[src/rtl/alu_load_seq_pkg.sv]
// ---------------------------------------------------------------------------
// alu_load_seq_pkg
// Shared definitions for the operand/opcode loader: FSM state encoding and
// the six-bit ALU opcode values. Imported by the loader top and its benches.
// ---------------------------------------------------------------------------
package alu_load_seq_pkg;

  // Load-sequence states; encoding is visible on o_state.
  typedef enum logic [1:0] {
    ST_IDLE  = 2'd0,
    ST_GOT_A = 2'd1,
    ST_GOT_B = 2'd2,
    ST_DONE  = 2'd3
  } state_t;

  localparam logic [5:0] OPC_ADD = 6'b100000;
  localparam logic [5:0] OPC_SUB = 6'b100010;
  localparam logic [5:0] OPC_AND = 6'b100100;
  localparam logic [5:0] OPC_OR  = 6'b100101;
  localparam logic [5:0] OPC_XOR = 6'b100110;
  localparam logic [5:0] OPC_NOR = 6'b100111;
  localparam logic [5:0] OPC_SRL = 6'b000010;
  localparam logic [5:0] OPC_SRA = 6'b000011;

endpackage

[src/rtl/alu_load_seq_btn_debounce.sv]
// ---------------------------------------------------------------------------
// btn_debounce
// Conditions one raw push-button: two-flop synchroniser, debounce counter and
// rising-edge pulse generator.
//   clock    in  system clock
//   reset_n  in  asynchronous active-low reset (debounced level -> 0)
//   i_btn    in  raw, bouncy button level
//   o_pulse  out one-cycle pulse on each debounced 0->1 transition
// ---------------------------------------------------------------------------
module btn_debounce #(
  parameter int DEBOUNCE_CYC = 4
) (
  input  logic clock,
  input  logic reset_n,
  input  logic i_btn,
  output logic o_pulse
);

  localparam int CNT_W = (DEBOUNCE_CYC > 1) ? $clog2(DEBOUNCE_CYC) : 1;
  localparam logic [CNT_W-1:0] CNT_LAST = CNT_W'(DEBOUNCE_CYC - 1);

  logic             r_sync0;
  logic             r_sync1;
  logic             r_level;
  logic [CNT_W-1:0] r_cnt;
  logic             r_pulse;

  // Synchronise, count consecutive disagreeing samples, toggle level and emit pulse.
  always_ff @(posedge clock or negedge reset_n) begin
    if (!reset_n) begin
      r_sync0 <= 1'b0;
      r_sync1 <= 1'b0;
      r_level <= 1'b0;
      r_cnt   <= '0;
      r_pulse <= 1'b0;
    end else begin
      r_sync0 <= i_btn;
      r_sync1 <= r_sync0;
      r_pulse <= 1'b0;
      if (r_sync1 != r_level) begin
        // The current sample is the DEBOUNCE_CYC-th disagreeing one in a row.
        if (r_cnt == CNT_LAST) begin
          r_level <= r_sync1;
          r_cnt   <= '0;
          r_pulse <= r_sync1;
        end else begin
          r_cnt <= r_cnt + CNT_W'(1);
        end
      end else begin
        r_cnt <= '0;
      end
    end
  end

  assign o_pulse = r_pulse;

endmodule

[src/rtl/alu_load_seq.sv]
// ---------------------------------------------------------------------------
// alu_load_seq
// Loads operand A, operand B and an opcode from switches on debounced button
// presses in the fixed order A -> B -> OP, executes once and holds the
// registered result with flags.
//   clock, reset_n           clock / asynchronous active-low reset
//   i_sw                     switch bus (A/B low DATA_W bits, opcode low OP_W bits)
//   i_btn_a/_b/_op/_clr      raw buttons: load A, load B, load OP+execute, clear
//   o_result                 registered ALU result
//   o_carry/o_overflow       carry (ADD) or borrow (SUB) / signed overflow
//   o_zero/o_err/o_valid     result zero / unsupported opcode / result valid
//   o_state                  FSM state (IDLE=0, GOT_A=1, GOT_B=2, DONE=3)
// ---------------------------------------------------------------------------
module alu_load_seq
  import alu_load_seq_pkg::*;
#(
  parameter int DATA_W       = 8,
  parameter int SW_W         = 16,
  parameter int OP_W         = 6,
  parameter int DEBOUNCE_CYC = 4
) (
  input  logic              clock,
  input  logic              reset_n,
  input  logic [SW_W-1:0]   i_sw,
  input  logic              i_btn_a,
  input  logic              i_btn_b,
  input  logic              i_btn_op,
  input  logic              i_btn_clr,
  output logic [DATA_W-1:0] o_result,
  output logic              o_carry,
  output logic              o_overflow,
  output logic              o_zero,
  output logic              o_err,
  output logic              o_valid,
  output logic [1:0]        o_state
);

  localparam logic [DATA_W:0] SHIFT_LIM = (DATA_W + 1)'(DATA_W);

  logic w_p_a, w_p_b, w_p_op, w_p_clr;
  logic w_unused_sw;

  state_t            r_state, w_state_nxt;
  logic              w_ld_a, w_ld_b, w_exec, w_clear;
  logic [DATA_W-1:0] r_a, r_b;
  logic [OP_W-1:0]   r_op;
  logic [DATA_W-1:0] r_result;
  logic              r_carry, r_overflow, r_zero, r_err, r_valid;

  logic [DATA_W:0]   w_sum, w_diff;
  logic [DATA_W-1:0] w_res;
  logic              w_carry, w_ovf, w_err;
  logic              w_big_shift;

  // Upper switch bits are not used by this datapath width.
  assign w_unused_sw = ^i_sw;

  btn_debounce #(.DEBOUNCE_CYC(DEBOUNCE_CYC)) u_db_a (
    .clock(clock), .reset_n(reset_n), .i_btn(i_btn_a), .o_pulse(w_p_a));
  btn_debounce #(.DEBOUNCE_CYC(DEBOUNCE_CYC)) u_db_b (
    .clock(clock), .reset_n(reset_n), .i_btn(i_btn_b), .o_pulse(w_p_b));
  btn_debounce #(.DEBOUNCE_CYC(DEBOUNCE_CYC)) u_db_op (
    .clock(clock), .reset_n(reset_n), .i_btn(i_btn_op), .o_pulse(w_p_op));
  btn_debounce #(.DEBOUNCE_CYC(DEBOUNCE_CYC)) u_db_clr (
    .clock(clock), .reset_n(reset_n), .i_btn(i_btn_clr), .o_pulse(w_p_clr));

  // FSM state register.
  always_ff @(posedge clock or negedge reset_n) begin
    if (!reset_n) begin
      r_state <= ST_IDLE;
    end else begin
      r_state <= w_state_nxt;
    end
  end

  // Next state and load strobes; only the highest-priority pulse is considered.
  always_comb begin
    w_state_nxt = r_state;
    w_ld_a      = 1'b0;
    w_ld_b      = 1'b0;
    w_exec      = 1'b0;
    w_clear     = 1'b0;
    if (w_p_clr) begin
      w_state_nxt = ST_IDLE;
      w_clear     = 1'b1;
    end else if (w_p_a) begin
      // A may be (re)loaded from any state except GOT_B.
      if (r_state != ST_GOT_B) begin
        w_state_nxt = ST_GOT_A;
        w_ld_a      = 1'b1;
      end else begin
        w_state_nxt = r_state;
      end
    end else if (w_p_b) begin
      if (r_state == ST_GOT_A) begin
        w_state_nxt = ST_GOT_B;
        w_ld_b      = 1'b1;
      end else begin
        w_state_nxt = r_state;
      end
    end else if (w_p_op) begin
      if (r_state == ST_GOT_B) begin
        w_state_nxt = ST_DONE;
        w_exec      = 1'b1;
      end else begin
        w_state_nxt = r_state;
      end
    end else begin
      w_state_nxt = r_state;
    end
  end

  assign w_sum       = {1'b0, r_a} + {1'b0, r_b};
  assign w_diff      = {1'b0, r_a} - {1'b0, r_b};
  assign w_big_shift = ({1'b0, r_b} >= SHIFT_LIM);

  // Combinational ALU on the opcode being loaded this cycle (switches),
  // so the result registers on the same edge that samples the op pulse.
  always_comb begin
    w_res   = '0;
    w_carry = 1'b0;
    w_ovf   = 1'b0;
    w_err   = 1'b0;
    case (i_sw[OP_W-1:0])
      OP_W'(OPC_ADD): begin
        w_res   = w_sum[DATA_W-1:0];
        w_carry = w_sum[DATA_W];
        w_ovf   = (r_a[DATA_W-1] == r_b[DATA_W-1]) && (w_sum[DATA_W-1] != r_a[DATA_W-1]);
      end
      OP_W'(OPC_SUB): begin
        w_res   = w_diff[DATA_W-1:0];
        w_carry = w_diff[DATA_W];  // borrow: A < B unsigned
        w_ovf   = (r_a[DATA_W-1] != r_b[DATA_W-1]) && (w_diff[DATA_W-1] != r_a[DATA_W-1]);
      end
      OP_W'(OPC_AND): w_res = r_a & r_b;
      OP_W'(OPC_OR):  w_res = r_a | r_b;
      OP_W'(OPC_XOR): w_res = r_a ^ r_b;
      OP_W'(OPC_NOR): w_res = ~(r_a | r_b);
      OP_W'(OPC_SRL): begin
        if (w_big_shift) begin
          w_res = '0;
        end else begin
          w_res = r_a >> r_b;
        end
      end
      OP_W'(OPC_SRA): begin
        if (w_big_shift) begin
          w_res = {DATA_W{r_a[DATA_W-1]}};
        end else begin
          w_res = $unsigned($signed(r_a) >>> r_b);
        end
      end
      default: begin
        w_res = '0;
        w_err = 1'b1;
      end
    endcase
  end

  // Operand/opcode registers and registered result, flags and valid bit.
  always_ff @(posedge clock or negedge reset_n) begin
    if (!reset_n) begin
      r_a        <= '0;
      r_b        <= '0;
      r_op       <= '0;
      r_result   <= '0;
      r_carry    <= 1'b0;
      r_overflow <= 1'b0;
      r_zero     <= 1'b0;
      r_err      <= 1'b0;
      r_valid    <= 1'b0;
    end else begin
      if (w_ld_a) begin
        r_a <= i_sw[DATA_W-1:0];
      end else begin
        r_a <= r_a;
      end
      if (w_ld_b) begin
        r_b <= i_sw[DATA_W-1:0];
      end else begin
        r_b <= r_b;
      end
      if (w_exec) begin
        r_op       <= i_sw[OP_W-1:0];
        r_result   <= w_res;
        r_carry    <= w_carry;
        r_overflow <= w_ovf;
        r_zero     <= (w_res == '0);
        r_err      <= w_err;
        r_valid    <= 1'b1;
      end else if (w_ld_a || w_clear) begin
        r_valid    <= 1'b0;
      end else begin
        r_valid    <= r_valid;
      end
    end
  end

  assign o_result   = r_result;
  assign o_carry    = r_carry;
  assign o_overflow = r_overflow;
  assign o_zero     = r_zero;
  assign o_err      = r_err;
  assign o_valid    = r_valid;
  assign o_state    = r_state;

endmodule
[config.mk]
export PLATFORM = sky130hd
export DESIGN_NAME = alu_load_seq
export DESIGN_NICKNAME = d
export VERILOG_FILES = /design/src/rtl/alu_load_seq_pkg.sv /design/src/rtl/alu_load_seq_btn_debounce.sv /design/src/rtl/alu_load_seq.sv
export SDC_FILE = /design/constraint.sdc
export NUM_CORES = 1
export LEC_CHECK = 0
export ABC_AREA = 1
export CAP_MARGIN = 10
export CORE_ASPECT_RATIO = 1.75
export CORE_UTILIZATION = 35
export CTS_CLUSTER_SIZE = 24
export DETAILED_ROUTE_END_ITERATION = 16
export PLACE_DENSITY = 0.54
export SETUP_SLACK_MARGIN = 0.02
export SYNTH_ARGS = -nofsm -noshare
export SYNTH_HDL_FRONTEND = slang
export SYNTH_HIERARCHICAL = 1
export SYNTH_SLANG_ARGS = --single-unit
[constraint.sdc]
create_clock -name clock -period 2.5 [get_ports clock]
set_input_delay 0.375 -clock clock [delete_from_list [all_inputs] [get_ports clock]]
set_output_delay 0.375 -clock clock [all_outputs]
set_load 0.005 [all_outputs]
# After elaboration in Yosys (flattened, before gate mapping)
# Index checks and enable logic that the tools add are counted.
# classes
shifts,2
n_reduce_logical,13
n_mux,44
magnitude_cmp,1
bitwise_logic,4
eq_ne,25
n_addsub,6
# ops
operator,count
$pmux 8 s8,1
$eq 6x6->1 const B,6
$mux 2,15
$mux 1,24
$mux 8,2
$eq 6x2->1 const B,2
$eq 2x2->1 const B,5
$add 8x8->9,1
$sub 8x8->9,1
$add 2x1->2 const B,4
$and 8x8->8,1
$ge 8x4->1 const B,1
$logic_not 8->1,1
$not 8->8,1
$or 8x8->8,1
$reduce_and 2->1,4
$reduce_bool 4->1,2
$reduce_or 8->1,1
$shr 8x8->8,1
$sshr 8x8->8,1
$xor 8x8->8,1
$ne 1x1->1,7
$ne 4x3->1 const B,1
$pmux 1 s2,2
other kinds (8),9
# totals
regBits,55
out_inout_bits,15
word_cells,124

# Logic depth before layout (Yosys ltp)
# depth
ltp_word,7
ltp_mapped,18
ltp_nobuf,17

# Cells and area by module
# The synthesis kept the hierarchy.
# modules_own_cells
mod,area_each_um2,seq_area_each_um2,cells_per_inst,instances
alu_load_seq,3191.8,775.7,514,1
btn_debounce,211.5,150.1,19,4

# Least setup slack after synthesis
# Ideal clock, no wire load.
# synth_path
path_kind,register to register
start,reg r_b[2]
end,"reg r_zero, in the netlist o_zero"
path_slack_ns,0.499
path_stages_with_launch,18
path_buffers,1
arrival_time_ns,1.884
setup_ns,0.117
path_cell_list,dfrtp_1 inv_1 ha_1 buf_4 inv_2 nand2_1 nand2_1 inv_1 nand2_1 nand3_1 nand2_1 inv_2 nand2_1 nand3_1 nand3_1 nor2_1 nand3_1 nand2_1
# synth_between
elab_chain_cells,4
# synth_rtl
item,line_no,rtl
"start, declared",alu_load_seq.sv:45,"logic [DATA_W-1:0] r_a, r_b;"
"start signal, assigned",alu_load_seq.sv:179,r_b <= i_sw[DATA_W-1:0];
"start signal, assigned",alu_load_seq.sv:181,r_b <= r_b;
$ge 8x4->1 (tied with other cells),alu_load_seq.sv:115,"assign w_big_shift = ({1'b0, r_b} >= SHIFT_LIM);"
$mux 8 (tied with other cells),alu_load_seq.sv:147,if (w_big_shift) begin
$pmux 8 s8 *,alu_load_seq.sv:124,case (i_sw[OP_W-1:0])
$logic_not 8->1 *,alu_load_seq.sv:188,r_zero <= (w_res == '0);
"end signal, assigned",alu_load_seq.sv:188,
"end, declared",alu_load_seq.sv:48,"logic r_carry, r_overflow, r_zero, r_err, r_valid;"
# Every way passes the cells marked *; elsewhere a longest branch is shown, timed or not.
# A chain may end at the register's enable or synchronous reset.

# Worst setup path after layout
# layout_path
start,reg r_b[0]
end,"reg r_zero, in the netlist o_zero"
# Same word-level chain as after synthesis.

==> flow_metrics.tcl <==
set metrics [dict create \
    relSlewSlack_pct 53.1 \
    die_y_um 144 \
    grt_max_degree 56 \
    skew_ps 10.8 \
    hp-class "primary input to async pin" \
    dp.cells 766 \
    peakVddDrop_v 0.000709 \
    synth_cell_types 36 \
    syn_area_um2 4040 \
    tightest_slew_ps 703 \
    pre_cts_slack_ps 112 \
    cts-root-buf "clkbuf_16" \
    synth_area_leaders "dfrtp_1 (34%), nand2_1 (16%), ha_1 (8.7%), nand3_1 (7.7%), nor2_1 (6.5%)" \
    synth_top_cell_by_area "dfrtp_1" \
    critPathArrivalTime_ps 2560 \
    routed_wl_mm 11.7 \
    gp_congestion 0.910 \
    post-dp-hpwl_mm 9.65 \
    ys.flop_type "dfrtp_1" \
    period_share_pct 92.8 \
    ant_nets 0 \
    synth_seq_area_share_pct 34.1 \
    synth_edf_count 0 \
    clk_pin_slew_ps 70 \
    power_density_nw_per_um2 1180 \
    via_count 3941 \
    syn-num-nets 642 \
    crit_path_start_kind "register" \
    fin_cells 774 \
    hold_violations 0 \
    port_buffers 28 \
    cellLeakagePower_nw 2.50 \
    numCtsBuffers 5 \
    vias_per_cell 5.09 \
    final_util_pct 42.9 \
    syn2layout_area_growth_pct 18.6 \
    antennaDiodeCount 0 \
    endpoint_kind "register" \
    num_io_pins 37 \
    rsz0062_at_grt "no" \
    hold_ws_ps 201 \
    final_nets 693 \
    cts_sinks 55 \
    clock_latency_ps 300 \
    die-area_um2 12000 \
    cts_tree "done" \
    syn_area_per_cell_um2 6.84 \
    antenna_found_initial 0 \
    grt_pass1_wl_mm 19.4 \
    crit_required_ps 2740 \
    fin_ws_ps 179 \
    drc 0 \
    period_minus_slack_ps 2320 \
    hold_buffers 0 \
    critical_path_class "register to register" \
    rows 51 \
    status "finished clean" \
    setup_tns_ps 0 \
    avgRoutedWirePerCell_um 15.1 \
    grt_util_all_layers_pct 20.9 \
    p_total_mw 5.66 \
    cts.path.max_buffers 2 \
    yosysMostFrequentCell "nand2_1" \
    grt_pass1_vias 4024 \
    cp_max_fo 4 \
    async_flop_share_pct 100 \
    start_util_pct 36.2 \
    drt-pass1-iter-count 6 \
    placed_area_um2 4630 \
    timing.fmax_mhz 431 \
    drive_gt1_share_pct 10.9 \
    synth_top_area_share_pct 34.1 \
    yosysWarningCount 6 \
    drt_iter0_drc 217 \
    die_width_um 83.2 \
    setup-violations-final 0 \
    core_area_um2 11200 \
    synthCells 590 \
    maxCapViolCount 0 \
    design_area_um2 4790 \
    grt_overflow_total 0 \
    synth-seq-cells 55 \
    final_max_slew_viol_count 0 \
    htreeDepth 2 \
    synth_common_cells "nand2_1 (173), nor2_1 (70), inv_1 (66), nand3_1 (62), dfrtp_1 (55)" \
]
-- where the power goes --
group | internal (mW) | switching [mW]
combinational | 1.31 | 2.10
clock | 0.401 | 0.317
sequential | 1.24 | 0.296
-- sequential cells by signal (all words and copies together), names as in the netlist, 2 cells and up --
name            flops
o_state             2
u_db_op/r_cnt       2
o_result            8
r_a                 8
r_b                 8
u_db_b/r_cnt        2
u_db_a/r_cnt        2
u_db_clr/r_cnt      2
-- cell type report --
class	instances	area, µm²
Timing Repair Buffer	58	500
Inverter	74	283
Multi-Input combinational cell	447	2310
Fill cell	1150	6380
Sequential cell	55	1380
Clock inverter	2	16.3
Tap cell	132	165
Clock buffer	6	139
-- routing by layer --
metal | share of wire [%] | global-route usage [%] | up-vias
met4 | 7.4 | 15.7 | 0
met3 | 2.6 | 2.34 | 38
li1 | - | - | 1981
met1 | 37 | 20.7 | 1829
met5 | 0 | 0 | -
met2 | 53 | 39.7 | 93
-- path summary, 6_finish.rpt --
path | start | cells past startpoint | slack, ps | end
max | r_b[0] | 11 | 180 | o_zero
min | reset_n | 2 | 200 | u_db_a/r_sync1
max reg2reg | r_b[0] | 11 | 180 | o_zero
min reg2reg | u_db_clr/r_sync0 | 0 | 350 | u_db_clr/r_sync1
max in group asynchronous | reset_n | 2 | 1820 | u_db_clr/o_pulse
min in group clock | u_db_clr/r_sync0 | 0 | 350 | u_db_clr/r_sync1
-- worst max-delay path: stages (launching register included) --
cell	delay, ps
dfrtp_1	410
ha_1	270
fa_1	480
or2_2	310
nand3_1	90
nand4_1	90
nor2_1	100
buf_4	150
nand3_1	100
nor2_1	130
nand3_1	90
nand2_1	60
-- repair_timing --
action                                  4_1_cts  5_1_grt
endpoints found under the setup margin        0        1
buffers inserted                              0        0
gates resized for setup                       0        3
-- cells in the final DEF (no fill, tap or decap), types with 6 or more instances in the layout --
cell type        count
a21oi_1             16
buf_4               30
clkdlybuf4s50_1     27
dfrtp_1             55
ha_1                27
inv_1               65
inv_2                6
nand2_1            173
nand3_1             62
nand4_1             13
nor2_1              69
nor2_2               6
o21ai_0             40
-- kinds of logic after synthesis --
kind of cell | after synthesis | synth area share (%)
simple gates | 349 | 38.3
compound gates | 68 | 9.08
flops | 55 | 34.1
fa+ha+maj | 30 | 9.67
buf+inv | 88 | 8.89
No activity file was read; power rests on OpenSTA's default activity.
